--- src/rtl/spi_ser_out.sv ---
// spi_ser_out -- transmit half of the SPI byte link.
//
// A falling edge on wr_n while idle loads data_in and launches one
// transfer: eight sclk_out periods (DIV cycles low, DIV cycles high),
// data MSB first on ser_out. The paired receiver samples on the falling
// edges of sclk_out; ser_out moves to the next bit one cycle after each
// falling edge so the receiver always sees a cycle of hold.
//
// Ports
//   reset      in   async, active-high; aborts any transfer
//   inv_serclk in   block clock (rising edge)
//   data_in    in   [7:0] byte to send, sampled on accept
//   wr_n       in   active-low write strobe (falling-edge detected)
//   ser_out    out  serial data (MOSI), idles high
//   sclk_out   out  bit clock to receiver, idles low
//   shift_en   out  receiver shift enable, high for the whole transfer
//   busy       out  transfer in progress
//   done       out  one-cycle completion pulse
//   overrun    out  sticky: write strobe seen while busy
module spi_ser_out #(
    parameter int DIV = 2
) (
    input  logic       reset,
    input  logic       inv_serclk,
    input  logic [7:0] data_in,
    input  logic       wr_n,
    output logic       ser_out,
    output logic       sclk_out,
    output logic       shift_en,
    output logic       busy,
    output logic       done,
    output logic       overrun
);

    localparam int CW = (DIV > 1) ? $clog2(DIV) : 1;
    localparam logic [CW-1:0] DIV_LAST = CW'(DIV - 1);

    typedef enum logic [1:0] {IDLE, LOW, HIGH, FIN} state_t;

    state_t        state_q, state_d;
    logic [CW-1:0] div_q, div_d;
    logic [2:0]    bit_q, bit_d;
    logic [7:0]    data_q, data_d;
    logic          ser_q, ser_d;
    logic          sclk_q, sclk_d;
    logic          shen_q, shen_d;
    logic          busy_q, busy_d;
    logic          done_q, done_d;
    logic          ovr_q, ovr_d;
    logic          wr_prev_q;
    logic          wr_fall;

    assign wr_fall = wr_prev_q & ~wr_n;

    always_ff @(posedge inv_serclk or posedge reset) begin
        if (reset) begin
            state_q   <= IDLE;
            div_q     <= '0;
            bit_q     <= '0;
            data_q    <= '0;
            ser_q     <= 1'b1;
            sclk_q    <= 1'b0;
            shen_q    <= 1'b0;
            busy_q    <= 1'b0;
            done_q    <= 1'b0;
            ovr_q     <= 1'b0;
            wr_prev_q <= 1'b1;
        end else begin
            state_q   <= state_d;
            div_q     <= div_d;
            bit_q     <= bit_d;
            data_q    <= data_d;
            ser_q     <= ser_d;
            sclk_q    <= sclk_d;
            shen_q    <= shen_d;
            busy_q    <= busy_d;
            done_q    <= done_d;
            ovr_q     <= ovr_d;
            wr_prev_q <= wr_n;
        end
    end

    always_comb begin
        state_d = state_q;
        div_d   = div_q;
        bit_d   = bit_q;
        data_d  = data_q;
        ser_d   = ser_q;
        sclk_d  = sclk_q;
        shen_d  = shen_q;
        busy_d  = busy_q;
        done_d  = 1'b0;
        ovr_d   = ovr_q;

        // A strobe while anything is in flight (including the completion
        // cycle) is refused and flagged.
        if (wr_fall && state_q != IDLE)
            ovr_d = 1'b1;

        unique case (state_q)
            IDLE: begin
                if (wr_fall) begin
                    data_d  = data_in;
                    ser_d   = data_in[7];
                    busy_d  = 1'b1;
                    shen_d  = 1'b1;
                    sclk_d  = 1'b0;
                    bit_d   = '0;
                    div_d   = '0;
                    ovr_d   = 1'b0;
                    state_d = LOW;
                end
            end
            LOW: begin
                // First cycle of every low phase after the first: the
                // receiver sampled on the previous edge, advance the bit.
                if (div_q == '0 && bit_q != '0) begin
                    ser_d  = data_q[6];
                    data_d = {data_q[6:0], 1'b0};
                end
                if (div_q == DIV_LAST) begin
                    div_d   = '0;
                    sclk_d  = 1'b1;
                    state_d = HIGH;
                end else begin
                    div_d = div_q + CW'(1);
                end
            end
            HIGH: begin
                if (div_q == DIV_LAST) begin
                    div_d  = '0;
                    sclk_d = 1'b0;
                    if (bit_q == 3'd7) begin
                        state_d = FIN;
                    end else begin
                        bit_d   = bit_q + 3'd1;
                        state_d = LOW;
                    end
                end else begin
                    div_d = div_q + CW'(1);
                end
            end
            FIN: begin
                done_d  = 1'b1;
                busy_d  = 1'b0;
                shen_d  = 1'b0;
                ser_d   = 1'b1;
                state_d = IDLE;
            end
            default: state_d = IDLE;
        endcase
    end

    assign ser_out  = ser_q;
    assign sclk_out = sclk_q;
    assign shift_en = shen_q;
    assign busy     = busy_q;
    assign done     = done_q;
    assign overrun  = ovr_q;

endmodule
--- config.mk ---
export PLATFORM = sky130hd
export DESIGN_NAME = spi_ser_out
export DESIGN_NICKNAME = d
export VERILOG_FILES = /design/src/rtl/spi_ser_out.sv
export SDC_FILE = /design/constraint.sdc
export NUM_CORES = 1
export LEC_CHECK = 0
export ABC_AREA = 1
export BUFFER_PORTS_ARGS = -buffer_cell sky130_fd_sc_hd__buf_2
export CORE_MARGIN = 1
export CORE_UTILIZATION = 45
export DETAILED_ROUTE_END_ITERATION = 10
export HOLD_SLACK_MARGIN = 0.1
export PLACE_DENSITY = 0.65
export RECOVER_POWER = 100
export SKIP_LAST_GASP = 1
export SYNTH_ARGS = -nofsm -noshare
export SYNTH_HDL_FRONTEND = slang
export SYNTH_SLANG_ARGS = --single-unit
--- constraint.sdc ---
create_clock -name inv_serclk -period 1.21 [get_ports inv_serclk]
set_input_delay 0.0605 -clock inv_serclk [delete_from_list [all_inputs] [get_ports inv_serclk]]
set_output_delay 0.0605 -clock inv_serclk [all_outputs]
set_load 0.1 [all_outputs]
==> results of run 1 <==
==> stage by stage <==
stage	hold WS [ns]	instance area [µm²]	power, mW	std cells	TNS, ns
2_1_floorplan	0.0101	1140	3.13	141	-0.774
3_5_place_dp	0.0999	1410	4.07	201	-1.86
5_1_grt	0.129	1700	5.51	218	-2.32
3_3_place_gp	0.0930	1410	4.00	201	-1.41
4_1_cts	0.108	1610	4.80	214	-1.05
6_report	0.101	1700	5.14	218	-1.33
==> worst register-to-register path, stage by stage (launching register included) <==
cell and delay [ns]:
dfrtp_2 0.48, inv_4 0.11, ha_4 0.20, inv_4 0.06, nand2_4 0.10, nand3_4 0.13, nand2_2 0.11, nand2_2 0.05
==> registers in the layout (all words and copies together), names as in the netlist, named ones only <==
register,count
div_q,1
data_q,7
done,1
state_q,2
busy,1
ser_out,1
bit_q,3
wr_prev_q,1
sclk_out,1
==> layer usage <==
layer / share of wire / wire (µm) / GRT usage / vias up
li1: - / - / - / 556
met1: 0.41 / 1190 / 0.279 / 542
met2: 0.54 / 1580 / 0.417 / 32
met3: 0.027 / 79 / 0.0175 / 7
met4: 0.024 / 70 / 0.108 / 0
met5: 0 / 0 / 0 / -
==> final timing paths <==
kind                                          end  cells after the start              startpoint  slack, ns
max                         data_q[4]$_DFFE_PP0P_                      7  state_q[0]$_DFFE_PP0P_      -0.13
min                         data_q[1]$_DFFE_PP0P_                      5              data_in[1]       0.10
max reg2reg                 data_q[4]$_DFFE_PP0P_                      7  state_q[0]$_DFFE_PP0P_      -0.13
min reg2reg                   ser_out$_DFFE_PP1P_                      2     ser_out$_DFFE_PP1P_       0.47
max in group asynchronous  state_q[1]$_DFFE_PP0P_                      4                   reset       0.46
min in group asynchronous          done$_DFF_PP0_                      4                   reset       0.40
==> power by group through the flow <==
stage / Combinational [mW] / Clock [mW] / Sequential (mW)
6_report: 3.70 / 0.323 / 1.11
5_1_grt: 4.01 / 0.358 / 1.14
4_1_cts: 3.37 / 0.334 / 1.10
3_3_place_gp: 2.93 / 0 / 1.07
2_1_floorplan: 1.56 / 0 / 1.56
3_5_place_dp: 2.99 / 0 / 1.08
==> cell type report <==
type                       count  area (µm²)
inverter                      17        76.3
multi-input combinational    103         717
tap                           28        35.0
sequential                    19         482
timing repair buffer          47         364
fill                         178         576
clock buffer                   4        26.3
==> repair_timing <==
item / in CTS / in global routing
hold buffers: 5 / 0
endpoints found under the hold margin: 23 / 0
setup endpoints to repair: 16 / 16
setup buffers: 4 / 3
gates resized for setup: 26 / 24
cloned: 0 / 1
pin swaps: 13 / 22
==> cell usage after synthesis (all sizes together) <==
| master | n | area [µm²] |
|---|---|---|
| ha | 9 | 113 |
| o21ai | 9 | 48.8 |
| buf | 3 | 30.0 |
| a21oi | 2 | 10.0 |
| inv | 17 | 63.8 |
| nor2 | 4 | 15.0 |
| nand4 | 11 | 68.8 |
| nand2 | 60 | 243 |
| nand3 | 7 | 57.6 |
| dfrtp | 17 | 425 |
| dfstp | 2 | 52.6 |
==> logic make-up after synthesis <==
logic type / after synthesis / share of synthesized area
flops: 19 / 0.424
simple gates: 82 / 0.341
fa+ha+maj: 9 / 0.0999
buf+inv: 20 / 0.0832
compound gates: 11 / 0.0522
==> impl_metrics.csv, run 1 <==
group,metric,value,unit
route,route.vias.total,1137,
sta,final_critical_path_setup_slack,-0.127,ns
synthesis,synth.cell_area,1130,µm²
global_route,first_global_vias,1046,
route,drt.antenna.violating_nets,0,
synthesis,postSynthNetCount,161,
clock_tree,cts-root-buf,"clkbuf_4",
setup_path,timing.setup.critical_path_class,"register to register",
sta,timing.slew.headroom,0.645,
setup_path,type_of_element_launching_the_critical_path,"register",
setup_path,crit_family,"flip-flops",
clock_tree,numClockSinks,19,
pwr,power_switching,2.63,mW
hold_path,hp-class,"primary input to register",
pwr,static-leakage-power,0.872,nW
clock_tree,max-clock-path-buffers,2,
sta,min_cycle_time_layout,1.34,ns
outcome,status,"finished, violations left",
floorplan,core_area,2280,µm²
place,detailed_place_hpwl,1830,µm
clock_tree,clk_pin_slew_worst_paths,0.11,ns
route,dr.first_iter.drc_count,24,
place,place_congestion,0.780,
floorplan,io-pin-count,17,
synthesis,total_number_of_yosys_warnings,0,
setup_path,largest_fanout_of_any_net_on_the_critical_path,7,
setup_path,standard_cell_with_the_maximum_stage_delay_on_the_critical_path,"dfrtp_2",
route,firstDrtPassIters,4,
place,buffer_ports.inserted,16,
synthesis,postSynthAreaPerCell,8.00,µm²
floorplan,total_die_area,2710,µm²
route,routed_wirelength,2920,µm
clock_tree,worst_skew_pair.late_latency,0.29,ns
global_route,grt_start_max_net_pins,20,
global_route,global_router_s_overall_resource_usage,0.233,
pwr,ir_worst_vdd,2.08,mV
layout,nets,211,
synthesis,synth_register_bits,19,
global_route,grt_antenna_before_repair,0,
sta,setup-violations-final,15,
flow_run,cap_viol_max_count,0,
clock_tree,h-tree-depth,1,
route,drc_errors,0,
synthesis,synth_cell_types,19,
floorplan,initial_utilization,0.495,
floorplan,placement_rows,17,
setup_path,cp_data_required_time,1.40,ns
synthesis,synth_sequential_area_ratio,0.424,
sta,finClkSkew,0.000710,ns
floorplan,die_h,52.1,µm
sta,worst_pin_slew,0.535,ns
setup_path,path_cells,"inv_4 > ha_4 > inv_4 > nand2_4 > nand3_4 > nand2_2 > nand2_2",
layout,final_layout_size_suffix_gt1_frac,0.484,
floorplan,dieWidth,52.1,µm
global_route,global_route_wire_length_before_repair,4620,µm
layout,utilization,0.747,
outcome,violations,"negative setup slack",
pwr,cellPowerDensity,3020,nW/µm²
sta,drv_slew,0,
place,detailedPlace.worstSlack,-0.179,ns
layout,antenna_cells_inserted,0,
clock_tree,clock_tree_from_tritoncts,"done",
pwr,p_sw_frac,0.512,
sta,fmax,0.748,GHz
layout,synth_to_layout_area_growth,50.8,%
setup_path,worstPathArrival,1.53,ns
synthesis,syn-instance-count,141,
layout,most_common_library_cell_in_the_layout_ignoring_fill_and_taps,"nand2_1",
pwr,internal_power,2.51,mW
setup_path,worstPathBufferInverterCount,2,
sta,hold_violations,0,
route,routed_wire_length_per_instance,13.4,µm
route,routed_via_density,5.22,
pwr,power.sequential.fraction,0.216,
sta,rsz0062_at_grt,"true",
pwr,comb_power_frac,0.721,
sta,post-route-period-util,1.10,
pwr,share_of_power_burned_in_the_clock_network,0.063,
clock_tree,tritoncts.num_buffers,3,
setup_path,cp-end-kind,"register",
layout,top_library_cells_by_usage_in_the_layout_fill_and_taps_aside,"nand2_1, buf_4, nand2_2",
global_route,grt.overflow.total,0,
setup_path,worst_path_largest_cell_delay,0.48,ns
Note: power is estimated with default switching activity, not from simulation.
==> inputs of run 2 (changes only) <==
--- a/config.mk
+++ b/config.mk
@@ -5,7 +5,6 @@
 export SDC_FILE = /design/constraint.sdc
 export NUM_CORES = 1
 export LEC_CHECK = 0
-export ABC_AREA = 1
 export BUFFER_PORTS_ARGS = -buffer_cell sky130_fd_sc_hd__buf_2
 export CORE_MARGIN = 1
 export CORE_UTILIZATION = 45
@@ -17,3 +16,4 @@
 export SYNTH_ARGS = -nofsm -noshare
 export SYNTH_HDL_FRONTEND = slang
 export SYNTH_SLANG_ARGS = --single-unit
+export TNS_END_PERCENT = 50
==> run 2 against run 1 <==
Net effect:
- the run still ends with negative setup slack left
- clock power down 3%
- area after synthesis shrank 1.6%
- design area fell by 6.3%
- register-to-register slack got worse by 0.17 ns
- combinational power down 5.7%
- critical path type unchanged
- largest cell class unchanged
==> impl_metrics.csv, run 2 <==
group,metric,value,unit
outcome,status,"finished, violations left",
outcome,violations,"negative setup slack",
layout,antenna_cells_inserted,0,
synthesis,most_area_consuming_cells_after_synthesis,"dfrtp_1, ha_1, mux2i_1",
synthesis,postSynthAreaPerCell,11.3,µm²
route,drc_errors,0,
sta,final_critical_path_setup_slack,-0.299,ns
sta,fmax,0.663,GHz
route,routed_wirelength,2370,µm
floorplan,total_die_area,2670,µm²
synthesis,ys_top_cells_by_count,"dfrtp_1, a21oi_1, ha_1",
synthesis,synth_top_area_share,0.383,
floorplan,initial_utilization,0.488,
synthesis,synth_enable_flop_cells,0,
synthesis,postSynthNetCount,118,
setup_path,cp-end-kind,"register",
floorplan,die_h,51.7,µm
global_route,grt_antenna_before_repair,0,
synthesis,synth.cell_area,1110,µm²
layout,top_library_cells_by_usage_in_the_layout_fill_and_taps_aside,"buf_4, dfrtp_1, buf_2",
sta,post-route-period-util,1.25,
route,drt.antenna.violating_nets,0,
place,place_congestion,0.740,
clock_tree,numClockSinks,19,
sta,finClkSkew,0.00123,ns
setup_path,worstPathArrival,1.70,ns
sta,drv_slew,0,
layout,largest_reg_flops,7,
floorplan,placement_rows,17,
synthesis,post-synth-top-count-cell,"dfrtp_1",
layout,synth_to_layout_area_growth,43.5,%
layout,nets,170,
sta,timing.slew.headroom,0.644,
clock_tree,max-clock-path-buffers,2,
synthesis,synth_sequential_area_ratio,0.431,
floorplan,dieWidth,51.7,µm
flow_run,cap_viol_max_count,0,
global_route,first_global_vias,924,
route,route.vias.total,885,
place,detailed_place_hpwl,1770,µm
setup_path,largest_fanout_of_any_net_on_the_critical_path,3,
sta,setup_total_negative_slack,-3.82,ns
route,routed_via_density,5.00,
layout,largest_registers,"data_q (7), bit_q (3), state_q (2)",
route,routed_wire_length_per_instance,13.4,µm
setup_path,cp_data_required_time,1.40,ns
sta,min_cycle_time_layout,1.51,ns
clock_tree,worst_skew_pair.late_latency,0.29,ns
floorplan,io-pin-count,17,
pwr,cellPowerDensity,3110,nW/µm²
route,dr.first_iter.drc_count,13,
clock_tree,h-tree-depth,1,
setup_path,type_of_element_launching_the_critical_path,"register",
sta,rsz0062_at_grt,"true",
global_route,global_router_s_overall_resource_usage,0.214,
pwr,ir_worst_vdd,1.62,mV
sta,worst_pin_slew,0.536,ns
clock_tree,tritoncts.num_buffers,3,
route,firstDrtPassIters,4,
synthesis,synth-main-ff-cell,"dfrtp_1",
global_route,grt.overflow.total,0,
layout,final_layout_size_suffix_gt1_frac,0.557,
place,buffer_ports.inserted,16,
clock_tree,clk_pin_slew_worst_paths,0.10,ns
setup_path,timing.setup.critical_path_class,"register to register",
synthesis,total_number_of_yosys_warnings,0,
synthesis,synth_register_bits,19,
clock_tree,cts-root-buf,"clkbuf_4",
sta,setup-violations-final,16,
clock_tree,clock_tree_from_tritoncts,"done",
global_route,grt_start_max_net_pins,11,
synthesis,post-synth-top-area-cell,"dfrtp_1",
layout,most_common_library_cell_in_the_layout_ignoring_fill_and_taps,"buf_4",
pwr,static-leakage-power,0.749,nW
global_route,global_route_wire_length_before_repair,4060,µm
hold_path,hp-class,"primary input to register",
sta,hold_violations,0,
floorplan,core_area,2280,µm²
layout,most_flop_heavy_register,"data_q",
synthesis,synth_cell_types,33,
pwr,overall_power,4.95,mW
synthesis,syn-instance-count,98,
synthesis,ys_async_sr_fraction,1.00,
==> run 2: cell types whose count changed in the layout (fill, tap and decap cells not counted), sizes merged, moves of 3 or more <==
cell,change
a22o,+3
mux2i,+8
and2,+3
nand3,-7
nand2,-55
a21oi,+14
nand4,-11
o21ai,-3
buf,+4
inv,-10
==> run 2: worst paths after layout <==
check | slack, ns | end | from | cells past startpoint
max in group asynchronous | 0.32 | state_q[0]$_DFFE_PP0P_ | reset | 4
setup / recovery | -0.30 | bit_q[0]$_DFFE_PP0P_ | bit_q[1]$_DFFE_PP0P_ | 6
hold / removal | 0.12 | data_q[5]$_DFFE_PP0P_ | data_in[5] | 3
setup reg to reg | -0.30 | bit_q[0]$_DFFE_PP0P_ | bit_q[1]$_DFFE_PP0P_ | 6
hold reg to reg | 0.49 | register | register | 2
min in group asynchronous | 0.28 | data_q[2]$_DFFE_PP0P_ | reset | 3
==> run 2: cell type report <==
type                    instances  area (µm²)
fillers                       183         683
well taps                      28        35.0
repair buffers                 52         383
multi-input cells              67         641
inverters                       7        28.8
flip-flops and latches         19         479
clock buffers                   4        26.3
==> run 2: per-layer routing <==
metal | wire (µm) | part of all wire | track usage | up-vias
met1 | 1040 | 0.44 | 0.247 | 417
met2 | 1210 | 0.51 | 0.383 | 20
li1 | - | - | - | 446
met4 | 19 | 0.0080 | 0.0541 | 0
met5 | 0 | 0 | 0 | -
met3 | 90 | 0.038 | 0.0643 | 2
==> run 2: metrics by stage <==
step                      std cells  instance area, µm²   util  hold slack [ns]  worst slack, ns
after floorplan                  98                1140      -           0.0101           -0.284
after global placement          163                1410  0.617           0.0377           -0.246
after detailed placement        163                1410  0.617           0.0547           -0.317
after CTS                       177                1590  0.699            0.108           -0.305
after global routing            177                1590  0.700            0.104           -0.354
final                           177                1590  0.700            0.115           -0.299
==> run 2: cells by family after synthesis <==
group           count (synthesis)  share of synthesized area
compound gates                 33                      0.222
fa+ha+maj                       9                      0.101
buf+inv                        12                     0.0744
flops                          19                      0.431
mux                             9                     0.0936
simple gates                   16                     0.0778
==> run 2: timing repair <==
| item | CTS | global route |
|---|---|---|
| pin swaps | 5 | 1 |
| buffers inserted | 3 | 0 |
| hold buffers | 7 | 0 |
| cloned | 0 | 0 |
| gates resized for setup | 15 | 7 |
| setup endpoints to repair | 16 | 18 |
| endpoints found under the hold margin | 25 | 0 |
==> run 2: power breakdown <==
part	internal, mW	switching [mW]
sequential	0.923	0.216
combinational	1.56	1.94
clock	0.128	0.186
total	2.61	2.34
==> run 2: critical path, stage by stage, from the launching register on <==
cell and delay (ns):
dfrtp_1 0.41, ha_2 0.18, ha_2 0.16, nand2b_4 0.14, a22oi_4 0.14, o21ai_2 0.10, mux2_4 0.27
==> inputs of run 3 (changes only) <==
--- a/config.mk
+++ b/config.mk
@@ -10,7 +10,7 @@
 export CORE_UTILIZATION = 45
 export DETAILED_ROUTE_END_ITERATION = 10
 export HOLD_SLACK_MARGIN = 0.1
-export PLACE_DENSITY = 0.65
+export PLACE_DENSITY = 0.63
 export RECOVER_POWER = 100
 export SKIP_LAST_GASP = 1
 export SYNTH_ARGS = -nofsm -noshare
==> constraint.sdc (replaced) <==
create_clock -name inv_serclk -period 1.5 [get_ports inv_serclk]
set_input_delay 0.075 -clock inv_serclk [delete_from_list [all_inputs] [get_ports inv_serclk]]
set_output_delay 0.075 -clock inv_serclk [all_outputs]
set_load 0.1 [all_outputs]
==> run 3 against run 2 <==
Net effect:
- the run still ends with negative setup slack left
- critical path type unchanged
- worst setup slack better by 0.28 ns
- first-iteration DRC count unchanged
- flip-flop and latch count unchanged
- hold slack got worse by 0.018 ns
- register-to-register slack gained 0.28 ns
- design area is 10% lower
- largest cell class unchanged
- die area unchanged
- count of clock-buffer cells in the layout is 1 lower
- fmax fell by 0.63%
==> impl_metrics.csv, run 3 (synthesis results as in run 2) <==
group,metric,value,unit
global_route,grt-busiest-layer,"met2",
sta,setup_total_negative_slack,-0.0185,ns
setup_path,worstPathArrival,1.71,ns
clock_tree,clk_pin_slew_worst_paths,0.11,ns
global_route,gr_util_met3,0.0263,
sta,worst_hold_margin,0.0969,ns
place,detailed_place_hpwl,1560,µm
global_route,grt.overflow.total,0,
floorplan,core_area,2280,µm²
route,dr.first_iter.drc_count,13,
route,routed_wire_length_per_instance,14.2,µm
clock_tree,h-tree-depth,1,
setup_path,cp-end-kind,"register",
sta,drv_slew,0,
layout,synth_to_layout_area_growth,28.7,%
flow_run,cap_viol_max_count,0,
place,placed_cell_area,1280,µm²
sta,fmax,0.659,GHz
route,route.vias.total,851,
global_route,global_router_s_overall_resource_usage,0.180,
setup_path,crit_family,"flip-flops",
setup_path,path_cells,"ha_2 > ha_1 > nand2b_4 > a22oi_4 > o21ai_2 > mux2_2",
floorplan,die_h,51.7,µm
sta,final_critical_path_setup_slack,-0.0185,ns
layout,antenna_cells_inserted,0,
sta,setup-violations-final,1,
sta,timing.slew.headroom,0.572,
setup_path,type_of_element_launching_the_critical_path,"register",
outcome,status,"finished, violations left",
route,drc_errors,0,
floorplan,dieWidth,51.7,µm
place,buffer_ports.inserted,16,
route,routed_wirelength,2330,µm
sta,worst_pin_slew,0.642,ns
layout,final_layout_size_suffix_gt1_frac,0.434,
global_route,first_global_vias,789,
clock_tree,numClockSinks,19,
setup_path,largest_fanout_of_any_net_on_the_critical_path,3,
clock_tree,tritoncts.num_buffers,3,
layout,largest_registers,"data_q (7), bit_q (3), state_q (2)",
layout,most_flop_heavy_register,"data_q",
global_route,grt_start_max_net_pins,13,
global_route,global_route_wire_length_before_repair,3510,µm
route,routed_via_density,5.19,
setup_path,worstPathBufferInverterCount,0,
hold_path,hp-class,"primary input to register",
layout,finish.instance_area,1430,µm²
sta,post-route-period-util,1.01,
outcome,violations,"negative setup slack",
layout,largest_reg_flops,7,
floorplan,placement_rows,17,
setup_path,worst_path_largest_cell_delay,0.42,ns
layout,top_library_cells_by_usage_in_the_layout_fill_and_taps_aside,"dfrtp_1, buf_4, buf_2",
sta,min_cycle_time_layout,1.52,ns
place,place_congestion,0.749,
global_route,global_route.usage.met1,0.247,
floorplan,total_die_area,2670,µm²
clock_tree,max-clock-path-buffers,2,
route,firstDrtPassIters,4,
layout,most_common_library_cell_in_the_layout_ignoring_fill_and_taps,"dfrtp_1",
global_route,grt_antenna_before_repair,0,
global_route,grt_use_met2,0.284,
route,drt.antenna.violating_nets,0,
setup_path,timing.setup.critical_path_class,"register to register",
sta,hold_violations,0,
sta,rsz0062_at_grt,"true",
clock_tree,clock_tree_from_tritoncts,"done",
layout,nets,157,
clock_tree,worst_skew_pair.late_latency,0.30,ns
floorplan,initial_utilization,0.488,
floorplan,io-pin-count,17,
clock_tree,cts-root-buf,"clkbuf_4",
sta,finClkSkew,0.00106,ns
setup_path,standard_cell_with_the_maximum_stage_delay_on_the_critical_path,"dfrtp_1",
setup_path,cp_data_required_time,1.70,ns
## run 3: final timing paths
path / start / endpoint / slack [ns] / cells after the start
hold / removal: data_in[1] / data_q[1]$_DFFE_PP0P_ / 0.1 / 3
setup reg to reg: bit_q[1]$_DFFE_PP0P_ / bit_q[0]$_DFFE_PP0P_ / -0.02 / 6
min in group asynchronous: reset / bit_q[0]$_DFFE_PP0P_ / 0.25 / 3
setup / recovery: bit_q[1]$_DFFE_PP0P_ / bit_q[0]$_DFFE_PP0P_ / -0.02 / 6
hold reg to reg: register / register / 0.50 / 2
max in group asynchronous: reset / data_q[4]$_DFFE_PP0P_ / 0.38 / 4
## run 3: area by class of cell
class                      count  area (µm²)
clock buffer                   3        22.5
clock inverter                 1        5.00
fill                         190         847
inverter                       7        28.8
multi-input combinational     67         598
sequential                    19         479
tap                           28        35.0
timing repair buffer          39         260
## run 3: worst reg2reg max path, cell delays in order, from the launching register on
cell,delay (ns)
dfrtp_1,0.42
ha_2,0.18
ha_1,0.17
nand2b_4,0.14
a22oi_4,0.15
o21ai_2,0.10
mux2_2,0.26
## run 3: what timing repair did
action                                  in CTS  in global routing
gates cloned                                 0                  0
pin swaps                                    1                  3
buffers inserted                             0                  5
gates resized for setup                      2                  6
endpoints found under the setup margin      10                 13
hold endpoints to repair                    23                  0
hold buffers                                 6                  0
## run 3: metal layers
metal	vias up	wire length, µm
met1	407	1080
met4	0	16
li1	420	-
met2	22	1150
met5	-	0
met3	2	77
## run 3: stage by stage
stage,util,cells,setup slack (ns)
CTS,0.604,159,-0.0388
detailed placement,0.561,149,-0.0561
global placement,0.561,149,-0.0102
floorplan,-,98,0.00554
finish,0.628,164,-0.0185
global route,0.628,164,-0.0585
Power of run 3 is left out: the tool's default activity adds up to more than one toggle a clock period on the data nets, which glitch-free logic cannot reach.
